## src/rtl/int_sqrt_pkg.sv

```systemverilog
// int_sqrt_pkg: shared FSM encoding and sizing helper for the integer square-root unit
package int_sqrt_pkg;

    typedef enum logic [1:0] {
        IDLE,
        CALC,
        DONE
    } state_t;

    // Iteration counter width; a single iteration still needs one bit.
    function automatic int cnt_width(input int n);
        return n > 1 ? $clog2(n) : 1;
    endfunction

endpackage

```

## src/rtl/int_sqrt_if.sv

```systemverilog
// int_sqrt_if: four-phase req/fin handshake plus operand and result buses
interface int_sqrt_if #(
    parameter int WIDTH = 32
);
    logic             req;
    logic             fin;
    logic [WIDTH-1:0] in;
    logic [WIDTH-1:0] out;

    modport master (output req, in, input fin, out);
    modport slave  (input req, in, output fin, out);
endinterface

```

## src/rtl/int_sqrt_step.sv

```systemverilog
// int_sqrt_step: one restoring root-digit iteration consuming one operand bit-pair
module int_sqrt_step #(
    parameter int WIDTH = 32
) (
    input  logic [WIDTH/2+1:0] r,
    input  logic [WIDTH/2-1:0] q,
    input  logic [1:0]         pair,
    output logic [WIDTH/2+1:0] r_next,
    output logic [WIDTH/2-1:0] q_next
);
    localparam int HALF = WIDTH / 2;
    localparam int RW   = HALF + 2;

    logic [RW-1:0] r_sh;
    logic [RW-1:0] t;
    logic          fit;

    // Shift in the next bit-pair, trial-subtract 4q+1 and keep it only if it fits.
    always_comb begin
        r_sh   = (r << 2) | RW'(pair);
        t      = {q, 2'b01};
        fit    = r_sh >= t;
        r_next = fit ? r_sh - t : r_sh;
        q_next = (q << 1) | HALF'(fit);
    end
endmodule

```

## src/rtl/int_sqrt.sv

```systemverilog
// int_sqrt: multi-cycle floor(sqrt(in)), one root bit per clock, four-phase handshake
module int_sqrt
    import int_sqrt_pkg::*;
#(
    parameter int WIDTH = 32
) (
    input logic       clk,
    input logic       rst_n,
    int_sqrt_if.slave bus
);
    localparam int              HALF = WIDTH / 2;
    localparam int              RW   = HALF + 2;
    localparam int              CW   = cnt_width(HALF);
    localparam logic [CW-1:0]   LAST = CW'(HALF - 1);

    state_t           state_q, state_d;
    logic [CW-1:0]    cnt_q, cnt_d;
    logic [WIDTH-1:0] opnd_q, opnd_d;
    logic [RW-1:0]    r_q, r_d, r_step;
    logic [HALF-1:0]  q_q, q_d, q_step;
    logic [HALF-1:0]  out_q, out_d;
    logic             fin_q, fin_d;

    int_sqrt_step #(.WIDTH(WIDTH)) u_step (
        .r      (r_q),
        .q      (q_q),
        .pair   (opnd_q[WIDTH-1 -: 2]),
        .r_next (r_step),
        .q_next (q_step)
    );

    // Next-state logic: capture in IDLE, iterate in CALC (abort on req low), wait for release in DONE.
    always_comb begin
        state_d = state_q;
        cnt_d   = cnt_q;
        opnd_d  = opnd_q;
        r_d     = r_q;
        q_d     = q_q;
        out_d   = out_q;
        // fin trails entry into DONE by one edge and drops on the edge that sees req low.
        fin_d   = (state_q == DONE) && bus.req;
        case (state_q)
            IDLE: if (bus.req) begin
                state_d = CALC;
                opnd_d  = bus.in;
                r_d     = '0;
                q_d     = '0;
                cnt_d   = '0;
            end
            CALC: if (!bus.req) begin
                state_d = IDLE;
            end else begin
                r_d    = r_step;
                q_d    = q_step;
                opnd_d = opnd_q << 2;
                cnt_d  = cnt_q + 1'b1;
                if (cnt_q == LAST) begin
                    out_d   = q_step;
                    state_d = DONE;
                end
            end
            DONE: if (!bus.req) state_d = IDLE;
            default: state_d = IDLE;
        endcase
    end

    // State and datapath registers, cleared asynchronously.
    always_ff @(posedge clk or negedge rst_n) begin
        if (!rst_n) begin
            state_q <= IDLE;
            cnt_q   <= '0;
            opnd_q  <= '0;
            r_q     <= '0;
            q_q     <= '0;
            out_q   <= '0;
            fin_q   <= 1'b0;
        end else begin
            state_q <= state_d;
            cnt_q   <= cnt_d;
            opnd_q  <= opnd_d;
            r_q     <= r_d;
            q_q     <= q_d;
            out_q   <= out_d;
            fin_q   <= fin_d;
        end
    end

    assign bus.fin = fin_q;
    assign bus.out = WIDTH'(out_q);
endmodule

```

## src/flat_wrapper.sv

```systemverilog
// flat-port wrapper written by rule: the top's interface ports become plain ports
module int_sqrt_flat import int_sqrt_pkg::*;
#(
    parameter int WIDTH = 32
)
  (clk, rst_n, bus_req, bus_in, bus_fin, bus_out);
  int_sqrt_if #(.WIDTH(WIDTH)) bus_i ();
  input logic clk;
  input logic rst_n;
  input wire logic [$bits(bus_i.req)-1:0] bus_req;
  input wire logic [$bits(bus_i.in)-1:0] bus_in;
  output wire logic [$bits(bus_i.fin)-1:0] bus_fin;
  output wire logic [$bits(bus_i.out)-1:0] bus_out;
  assign bus_i.req = bus_req;
  assign bus_i.in = bus_in;
  assign bus_fin = bus_i.fin;
  assign bus_out = bus_i.out;
  int_sqrt #(.WIDTH(WIDTH)) u_core (.clk(clk), .rst_n(rst_n), .bus(bus_i));
endmodule
```

## config.mk

```make
export PLATFORM = sky130hd
export DESIGN_NAME = int_sqrt_flat
export DESIGN_NICKNAME = d
export VERILOG_FILES = /design/src/rtl/int_sqrt_pkg.sv /design/src/rtl/int_sqrt_if.sv /design/src/rtl/int_sqrt_step.sv /design/src/rtl/int_sqrt.sv /design/src/flat_wrapper.sv
export SDC_FILE = /design/constraint.sdc
export NUM_CORES = 1
export LEC_CHECK = 0
export ABC_AREA = 1
export CAP_MARGIN = 10
export CELL_PAD_IN_SITES_DETAIL_PLACEMENT = 1
export CELL_PAD_IN_SITES_GLOBAL_PLACEMENT = 1
export CORE_MARGIN = 5
export CORE_UTILIZATION = 41
export DETAILED_ROUTE_END_ITERATION = 10
export GPL_ROUTABILITY_DRIVEN = 0
export PLACE_DENSITY = 0.8
export SYNTH_ARGS = -nofsm -noshare
export SYNTH_HDL_FRONTEND = slang
export SYNTH_SLANG_ARGS = --single-unit
```

## constraint.sdc

```tcl
create_clock -name clk -period 2.3 [get_ports clk]
set_clock_uncertainty 0.2 [all_clocks]
set_input_delay 0.23 -clock clk [delete_from_list [all_inputs] [get_ports clk]]
set_output_delay 0.23 -clock clk [all_outputs]
set_load 0.02 [all_outputs]
```

==> metrics.md, run 1 <==
| Metric | Value |
|---|---|
| Ant diodes | `0` |
| Layout cells sized above 1 | `11.8%` |
| Asr flop ratio synth | `100%` |
| Vias per cell | `5.30` |
| Critical path endpoint category | `register` |
| First-pass GRT wire length | `23,600 um` |
| Most used cell along the critical path | `nand2_1` |
| Sequential area share after synthesis | `44.2%` |
| Tcrit/Tclk final | `99.6%` |
| Root Driver | `clkbuf_16` |
| DR vias | `4,545` |
| Setup ws final | `8.30 ps` |
| Die area | `14,300 um2` |
| IO buf count | `51` |
| Synth warnings | `0` |
| Status | `finished clean` |
| Antenna violations before repair | `0` |
| Post-Syn Area per Cell | `7.65 um2` |
| Antenna Nets Post-Route | `0` |
| Largest cells by area after synthesis | `dfrtp_1, nand2_1, a21oi_1` |
| Drt drc | `0` |
| Maxcap violations | `0` |
| Overflow after GRT | `0` |
| Clock slew at reported path FFs | `70 ps` |
| Area Overhead vs Synth | `25.0%` |
| Crit path max-delay family | `simple AND/OR/NAND/NOR gates` |
| Largest net degree at the start of global routing | `57` |
| Setup-failing EPs final | `0` |
| Final Core Density | `51.7%` |
| Fmax | `436 MHz` |
| Hpwl dp | `10,200 um` |
| Pwr dens | `1230 nW/um2` |
| Buffers & Inverters on Critical Path | `2` |
| Dpl ws | `8.60 ps` |
| Starting Density | `41.4%` |
| Maximum vdd ir drop | `0.492 mV` |
| Kind of critical path | `reg2reg` |
| Crit-path slowest cell | `dfrtp_1` |
| Hold Fails Final Rpt | `0` |
| Fin crit period | `2290 ps` |
| Clock Path Buffers | `2` |
| Die width | `120 um` |
| Vias in the first global route | `4,730` |
| #FFs+latches synth | `87` |
| Commonest non-fill, non-tap cells in the layout | `nand2_1, dfrtp_1, a21oi_1, inv_1, clkdlybuf4s50_1` |
| I/O Pins | `68` |
| Post-Layout Cell Count | `857` |
| Tot GR Track Use | `20.3%` |
| Mapped cell area | `4930 um2` |
| Nets | `759` |
| Post-synth top area cell | `dfrtp_1` |
| Synth unique cells | `36` |
| Post-synth top area share | `44.2%` |
| Overall power | `7.57 mW` |
| Arrival time worst endpoint | `2370 ps` |
| CP max stage delay | `420 ps` |
| Filler Cells Inserted | `1,463` |
| Worst-skew pair later-pin latency | `330 ps` |
| Worst-Margin Slew | `939 ps` |
| Syn Inst Count | `644` |
| LEAKAGE | `3.04 nW` |
| Critical Path Start Type | `register` |
| CP Max Fanout | `9` |
| Worst Hold Class | `in2async` |
| Final count of pins violating max slew | `0` |
| Num CTS Buffers | `9` |
| H-tree lvl count | `3` |
| EDFF count, synth | `0` |
| FF-to-FF Start | `u_core.r_q[11]` |
| Hold WS | `195 ps` |
| Most common cell after layout, fill and taps aside | `nand2_1` |
| Pre-antenna DRT Iters | `4` |
| Core area | `11,900 um2` |
| Placed cells | `835` |
| Top FF cell, synth | `dfrtp_1` |
| Die Ht | `120 um` |
| Final wirelength | `15,000 um` |
| CP cell instances | `ha_1 -> nand2_1 -> inv_1 -> nand2_1 -> a21oi_1 -> nor2_4 -> buf_4 -> nand2_8 -> nand2_2 -> nand2_1 -> nand2_1 -> nand2_1` |
| CTS tree | `yes` |
| Average routed wire per standard cell | `17.5 um` |
| 1st-iter DRT viols | `351` |
| Relative slew slack | `37.3%` |
| Row count | `40` |
| Crit path launch | `u_core.r_q[11]` |
| CTS sink count | `87` |
| CP required | `2370 ps` |
==> sequential cells by signal (all words and copies together) (netlist names) <==
signal,count
u_core.bus.fin,1
u_core.r_q,16
u_core.opnd_q,32
u_core.cnt_q,4
u_core.out_q,16
u_core.q_q,16
u_core.state_q,2
==> metal layers <==
layer,up-vias,track usage [%],routed length [um]
met4,0,6.44,473
met5,-,0,0
li1,2153,-,-
met1,2236,24.5,6010
met2,123,36.9,7960
met3,33,3.16,582
==> cells by family (layout without fill, tap and decap cells) <==
family,count (synthesis),in the layout,synth area share [%]
AOI/OAI and AO/OA,112,112,12.2
xor gates and xnor gates,6,6,1.07
and+or+nand+nor,303,304,26.8
DFF,87,87,44.2
other,1,16,0.0761
adders and majority gates,19,19,4.82
buffers and inverters,116,166,10.9
==> through the flow <==
stage,TNS [ps],area [um2]
after detailed placement,0,5620
after CTS,0,5960
after floorplan,0,4980
after global placement,0,5620
final,0,6160
after global routing,-1130,6160
==> final timing paths <==
check                      cells past startpoint          endpoint  slack, ps
setup / recovery                              12    u_core.r_q[12]          8
hold / removal                                 2  u_core.out_q[14]        200
setup reg to reg                              12    u_core.r_q[12]          8
hold reg to reg                                2  u_core.out_q[10]        290
max in group asynchronous                      3   u_core.out_q[0]       1060
min in group clk                               3  u_core.opnd_q[0]        250
==> power by group <==
group          total [mW]  leakage, nW  internal (mW)  switching, mW
sequential           1.91         1.11           1.74          0.172
combinational        4.04         1.77           1.57           2.47
clock                1.62        0.162          0.968          0.653
total                7.57         3.04           4.27           3.30
==> cells in the mapped netlist (5+ instances only) <==
cell and count:
nand2_2 9, ha_1 19, dfrtp_1 87, inv_1 73
nand3_1 31, o21ai_0 14, a21oi_1 71, nand2_1 189
nor2_1 45, o22ai_1 16, buf_4 18, clkbuf_1 16
nand3b_1 13, xnor2_1 5
==> repair_timing <==
action | CTS | global route
endpoints found under the setup margin | 3 | 17
buffers inserted | 0 | 3
gates resized for setup | 2 | 27
hold endpoints to repair | 30 | 0
hold buffers | 1 | 0
pin swaps | 0 | 4
gates cloned | 0 | 2
==> final cells by class <==
| type | count | area, um2 | share of cell area [%] |
|---|---|---|---|
| Clock buffer | 9 | 225 | 3.65 |
| Clock inverter | 7 | 106 | 1.73 |
| Inverter | 75 | 282 | 4.57 |
| Multi-Input combinational cell | 457 | 2430 | 39.4 |
| Sequential cell | 87 | 2180 | 35.3 |
| Tap cell | 147 | 184 | 2.98 |
| Timing Repair Buffer | 75 | 762 | 12.4 |
==> worst register-to-register path, cell delays in order (launching register included) <==
cell     delay, ps
dfrtp_1        420
ha_1           400
nand2_1         80
inv_1           90
nand2_1         80
a21oi_1        270
nor2_4          80
buf_4          160
nand2_8        100
nand2_2         80
nand2_1        100
nand2_1         90
nand2_1         60
(Power assumes the default switching activity.)
==> run 2, diff against run 1 <==
--- a/config.mk
+++ b/config.mk
@@ -13,7 +13,7 @@
 export CORE_UTILIZATION = 41
 export DETAILED_ROUTE_END_ITERATION = 10
 export GPL_ROUTABILITY_DRIVEN = 0
-export PLACE_DENSITY = 0.8
+export PLACE_DENSITY_LB_ADDON = 0.25
 export SYNTH_ARGS = -nofsm -noshare
 export SYNTH_HDL_FRONTEND = slang
 export SYNTH_SLANG_ARGS = --single-unit
==> metrics.md, run 2 (synthesis gave the netlist of run 1 again) <==
| Metric | Value |
|---|---|
| Status | `finished with violations` |
| Failing checks | `negative setup slack` |
| Reg area | `2180 um2` |
| Pre-antenna DRT Iters | `4` |
| Hpwl dp | `10,700 um` |
| Pwr dens | `1250 nW/um2` |
| Filler Cells Inserted | `1,451` |
| CP required | `2380 ps` |
| Critical path endpoint category | `register` |
| DR vias | `4,495` |
| CP Max Fanout | `7` |
| Final count of pins violating max slew | `0` |
| Num CTS Buffers | `9` |
| I/O Pins | `68` |
| Area Overhead vs Synth | `25.9%` |
| Worst reg-to-reg setup slack | `-10 ps` |
| Final wirelength | `15,400 um` |
| Ant diodes | `0` |
| Worst-Margin Slew | `951 ps` |
| Die Ht | `120 um` |
| Vias in the first global route | `4,790` |
| LEAKAGE | `3.05 nW` |
| CTS tree | `yes` |
| Most flops, register | `u_core.opnd_q` |
| Drt drc | `0` |
| Nets | `759` |
| CTS sink count | `87` |
| Overflow after GRT | `0` |
| Area of the multi-input gates | `2440 um2` |
| H-tree lvl count | `3` |
| Worst-skew pair later-pin latency | `340 ps` |
| Antenna Nets Post-Route | `0` |
| Overall power | `7.74 mW` |
| Arrival time worst endpoint | `2390 ps` |
| Vias per cell | `5.25` |
| Setup-failing EPs final | `1` |
| Most common cell after layout, fill and taps aside | `nand2_1` |
| Commonest non-fill, non-tap cells in the layout | `nand2_1, dfrtp_1, a21oi_1, inv_1, clkdlybuf4s50_1` |
| Antenna violations before repair | `0` |
| IO buf count | `51` |
| Largest net degree at the start of global routing | `57` |
| Die width | `120 um` |
| Fmax | `432 MHz` |
| Tot GR Track Use | `21.0%` |
| Fin crit period | `2310 ps` |
| Hold Fails Final Rpt | `0` |
| 1st-iter DRT viols | `267` |
| Maximum vdd ir drop | `0.589 mV` |
| Root Driver | `clkbuf_16` |
| Max reg flops | `32` |
| Die area | `14,300 um2` |
| Kind of critical path | `reg2reg` |
| Starting Density | `41.4%` |
| Clock Path Buffers | `2` |
| Row count | `40` |
| Critical Path Start Type | `register` |
| First-pass GRT wire length | `24,300 um` |
| Core area | `11,900 um2` |
| Setup ws final | `-15.0 ps` |
| Tcrit/Tclk final | `101%` |
| Maxcap violations | `0` |
| Clock slew at reported path FFs | `70 ps` |
| Relative slew slack | `36.5%` |
| Final TNS setup | `-15.0 ps` |
| Worst Hold Class | `in2async` |
| Average routed wire per standard cell | `18.0 um` |
| Layout cells sized above 1 | `12.5%` |
## run 2: cell count changes in the layout (fill, tap and decap cells not counted), sizes merged
cell	before	now
inv	76	75
buf	23	22
bufinv	2	3
clkbuf	10	11
## run 2: layer usage
metal  track usage (%)  vias to the layer above  routed length [um]
met5                 0                        -                   0
met1              25.8                     2223                6430
met2              37.9                       98                8080
met4              6.08                        0                 324
li1                  -                     2152                   -
met3              3.63                       22                 610
## run 2: worst paths after layout
kind	start	to	cells after the start
max	u_core.r_q[7]	u_core.r_q[7]	10
min	rst_n	u_core.out_q[4]	2
max reg2reg	u_core.r_q[7]	u_core.r_q[7]	10
min reg2reg	u_core.opnd_q[0]	u_core.opnd_q[0]	2
max in group asynchronous	rst_n	u_core.out_q[7]	3
min in group clk	bus_in[0]	u_core.opnd_q[0]	3
## run 2: report_power, final
part,leakage [nW],total [mW],switching [mW],internal [mW]
logic,1.77,4.12,2.49,1.63
clock network,0.170,1.70,0.630,1.07
registers,1.11,1.92,0.187,1.74
total,3.05,7.74,3.30,4.43
## run 2: area by class of cell
cell class	count	share of cell area, %
flip-flops and latches	87	35.1
repair buffers	75	12.5
multi-input cells	457	39.3
clock inverters	7	1.96
well taps	147	2.96
clock buffers	9	3.63
inverters	75	4.54
## run 2: worst max-delay path: stages (launching register included)
cell and delay (ps):
dfrtp_1 420, ha_2 410, nand2_4 90, nor2_2 180, nand3_1 180, nand3_2 150
nand2_4 130, clkbuf_16 190, nand3b_1 90, nand3_1 100, nand2_1 80
## run 2: stage by stage
| stage | util [%] | hold slack (ps) | cell area (um2) | setup WS [ps] | std cells |
|---|---|---|---|---|---|
| after floorplan | - | -266 | 4980 | 369 | 659 |
| after global placement | 47.0 | 10.4 | 5600 | 50.4 | 836 |
| after detailed placement | 47.0 | 11.8 | 5600 | -32.9 | 836 |
| after CTS | 50.1 | 190 | 5960 | 15.9 | 853 |
| after global routing | 52.1 | 235 | 6200 | -78.3 | 857 |
| final | 52.1 | 188 | 6200 | -15.0 | 857 |
## run 2: timing repair
action	4_1_cts	5_1_grt
gates resized for setup	5	32
endpoints found under the hold margin	31	0
hold buffers	1	0
setup endpoints to repair	13	16
cloned	0	3
pin swaps	0	3
setup buffers	0	1
==> run 3, diff against run 2 <==
--- a/config.mk
+++ b/config.mk
@@ -13,7 +13,9 @@
 export CORE_UTILIZATION = 41
 export DETAILED_ROUTE_END_ITERATION = 10
 export GPL_ROUTABILITY_DRIVEN = 0
+export GPL_TIMING_DRIVEN = 0
 export PLACE_DENSITY_LB_ADDON = 0.25
 export SYNTH_ARGS = -nofsm -noshare
 export SYNTH_HDL_FRONTEND = slang
+export SYNTH_HIERARCHICAL = 1
 export SYNTH_SLANG_ARGS = --single-unit
==> metrics.md, run 3 <==
| Metric | Value |
|---|---|
| Final count of pins violating max slew | `0` |
| Setup-failing EPs final | `0` |
| Drt drc | `0` |
| Overflow after GRT | `0` |
| Commonest non-fill, non-tap cells in the layout | `nand2_1, dfrtp_1, inv_1, buf_4, clkdlybuf4s50_1` |
| Final wirelength | `15,000 um` |
| CP required | `2370 ps` |
| R2R depth | `14` |
| Vias in the first global route | `5,334` |
| Worst-skew pair later-pin latency | `350 ps` |
| Die width | `125 um` |
| Comb pwr share | `50.7%` |
| RR Endpoint | `u_core/r_q[13]` |
| Most used cell along the critical path | `nand2_1` |
| Switching power total | `3.03 mW` |
| Final TNS setup | `0 ps` |
| I/O Pins | `68` |
| Setup ws final | `31.6 ps` |
| CTS tree | `yes` |
| Status | `finished clean` |
| Fin crit period | `2270 ps` |
| Tcrit/Tclk final | `98.6%` |
| Most flops, register | `u_core/opnd_q` |
| Mapped cell area | `5400 um2` |
| Synth warnings | `6` |
| Largest net degree at the start of global routing | `60` |
| Switch share | `42.2%` |
| Post-Layout Cell Count | `1,045` |
| LEAKAGE | `3.74 nW` |
| Overall power | `7.18 mW` |
| Core area | `13,100 um2` |
| Kind of critical path | `reg2reg` |
| Num CTS Buffers | `9` |
| Root Driver | `clkbuf_16` |
| Hold Fails Final Rpt | `0` |
| Hold WS | `189 ps` |
| CTS sink count | `87` |
| Syn Inst Count | `773` |
| DR vias | `4,971` |
| Die area | `15,600 um2` |
| Antenna violations before repair | `0` |
| Area Overhead vs Synth | `26.8%` |
| Clk pwr share | `23.1%` |
| FF-to-FF Start | `u_core/q_q[4]` |
| Hpwl dp | `10,900 um` |
| Average routed wire per standard cell | `14.4 um` |
| Pwr dens | `1050 nW/um2` |
| Unrepaired setup endpoints after global routing | `true` |
| Maxcap violations | `0` |
| Vias per cell | `4.76` |
| DP Area | `6210 um2` |
| Tot GR Track Use | `19.4%` |
| Crit-path slowest cell | `dfrtp_1` |
| Arrival time worst endpoint | `2340 ps` |
| IO buf count | `51` |
| Critical path endpoint category | `register` |
| First-pass GRT wire length | `25,000 um` |
| Worst Hold Class | `in2async` |
| Fmax | `441 MHz` |
| Clock slew at reported path FFs | `70 ps` |
| Layout cells sized above 1 | `16.0%` |
| Pre-antenna DRT Iters | `4` |
| Antenna Nets Post-Route | `0` |
| Filler Cells Inserted | `1,677` |
| Worst reg-to-reg setup slack | `30 ps` |
| Starting Density | `41.3%` |
| Final instance area | `6850 um2` |
| Clock Path Buffers | `2` |
| Most common cell after layout, fill and taps aside | `nand2_1` |
| CP cell instances | `inv_1 -> ha_4 -> nand2_1 -> nor2_2 -> inv_1 -> nor2_4 -> nand2_1 -> nand2_2 -> a21boi_4 -> buf_4 -> nand3_1 -> nand2_1 -> nand2_1 -> nand2_1` |
| Ant diodes | `0` |
| Die Ht | `125 um` |
| Flop pwr share | `26.3%` |
| 1st-iter DRT viols | `214` |
| CP Max Fanout | `6` |
| CP max stage delay | `390 ps` |
| Nets | `918` |
| Critical Path Start Type | `register` |
| Post-Syn Area per Cell | `6.99 um2` |
| Placed cells | `1,016` |
| Dpl ws | `23.9 ps` |
| H-tree lvl count | `3` |
| Final Core Density | `52.3%` |
| Row count | `42` |
| Pint | `4.15 mW` |
| Max reg flops | `32` |
| Maximum vdd ir drop | `0.496 mV` |
==> run 3: what timing repair did <==
item | 4_1_cts | 5_1_grt
gates cloned | 0 | 2
hold endpoints to repair | 28 | 0
pin swaps | 0 | 5
gates resized for setup | 2 | 30
hold buffers | 1 | 0
endpoints found under the setup margin | 2 | 18
setup buffers | 0 | 10
==> run 3: power by group through the flow <==
stage	Clock (mW)	Combinational [mW]	Sequential, mW
final	1.66	3.64	1.89
after global routing	1.77	4.04	1.91
after CTS	1.70	3.19	1.85
after detailed placement	0	3.12	1.88
after global placement	0	3.02	1.87
after floorplan	0	2.38	1.84
==> run 3: worst max path at each step <==
| stage | to | startpoint | cells after the start |
|---|---|---|---|
| after floorplan | u_core/out_q[0] | u_core/r_q[12] | 11 |
| after CTS | u_core/r_q[2] | u_core/q_q[0] | 14 |
| after global placement | u_core/opnd_q[0] | rst_n | 1 |
| after global routing | u_core/r_q[13] | u_core/r_q[1] | 15 |
| after detailed placement | u_core/r_q[2] | u_core/q_q[0] | 14 |
| final | u_core/r_q[13] | u_core/q_q[4] | 14 |
==> run 3: area by class of cell <==
type	count	area (um2)	share of cell area, %
clock inverter	6	90.1	1.32
tap	176	220	3.22
inverter	91	342	4.99
buffer	57	418	6.10
sequential	87	2180	31.8
clock buffer	10	239	3.49
timing repair buffer	65	636	9.28
multi-input combinational	553	2730	39.8
==> run 3: per-layer routing <==
metal,wire [um],global-route usage (%),up-vias
met4,323,6.90,0
met2,7730,34.8,75
li1,-,-,2470
met1,6550,23.6,2405
met3,408,2.62,21
met5,0,0,-
==> run 3: worst max-delay path: cells and delay by family, from the launching register on <==
family                   cells  cell delay (ps)
AO/OA/AOI/OAI                1              270
adder cells (fa/ha/maj)      1              230
buffers and inverters        3              380
flip-flops                   1              390
AND/OR/NAND/NOR              9              720
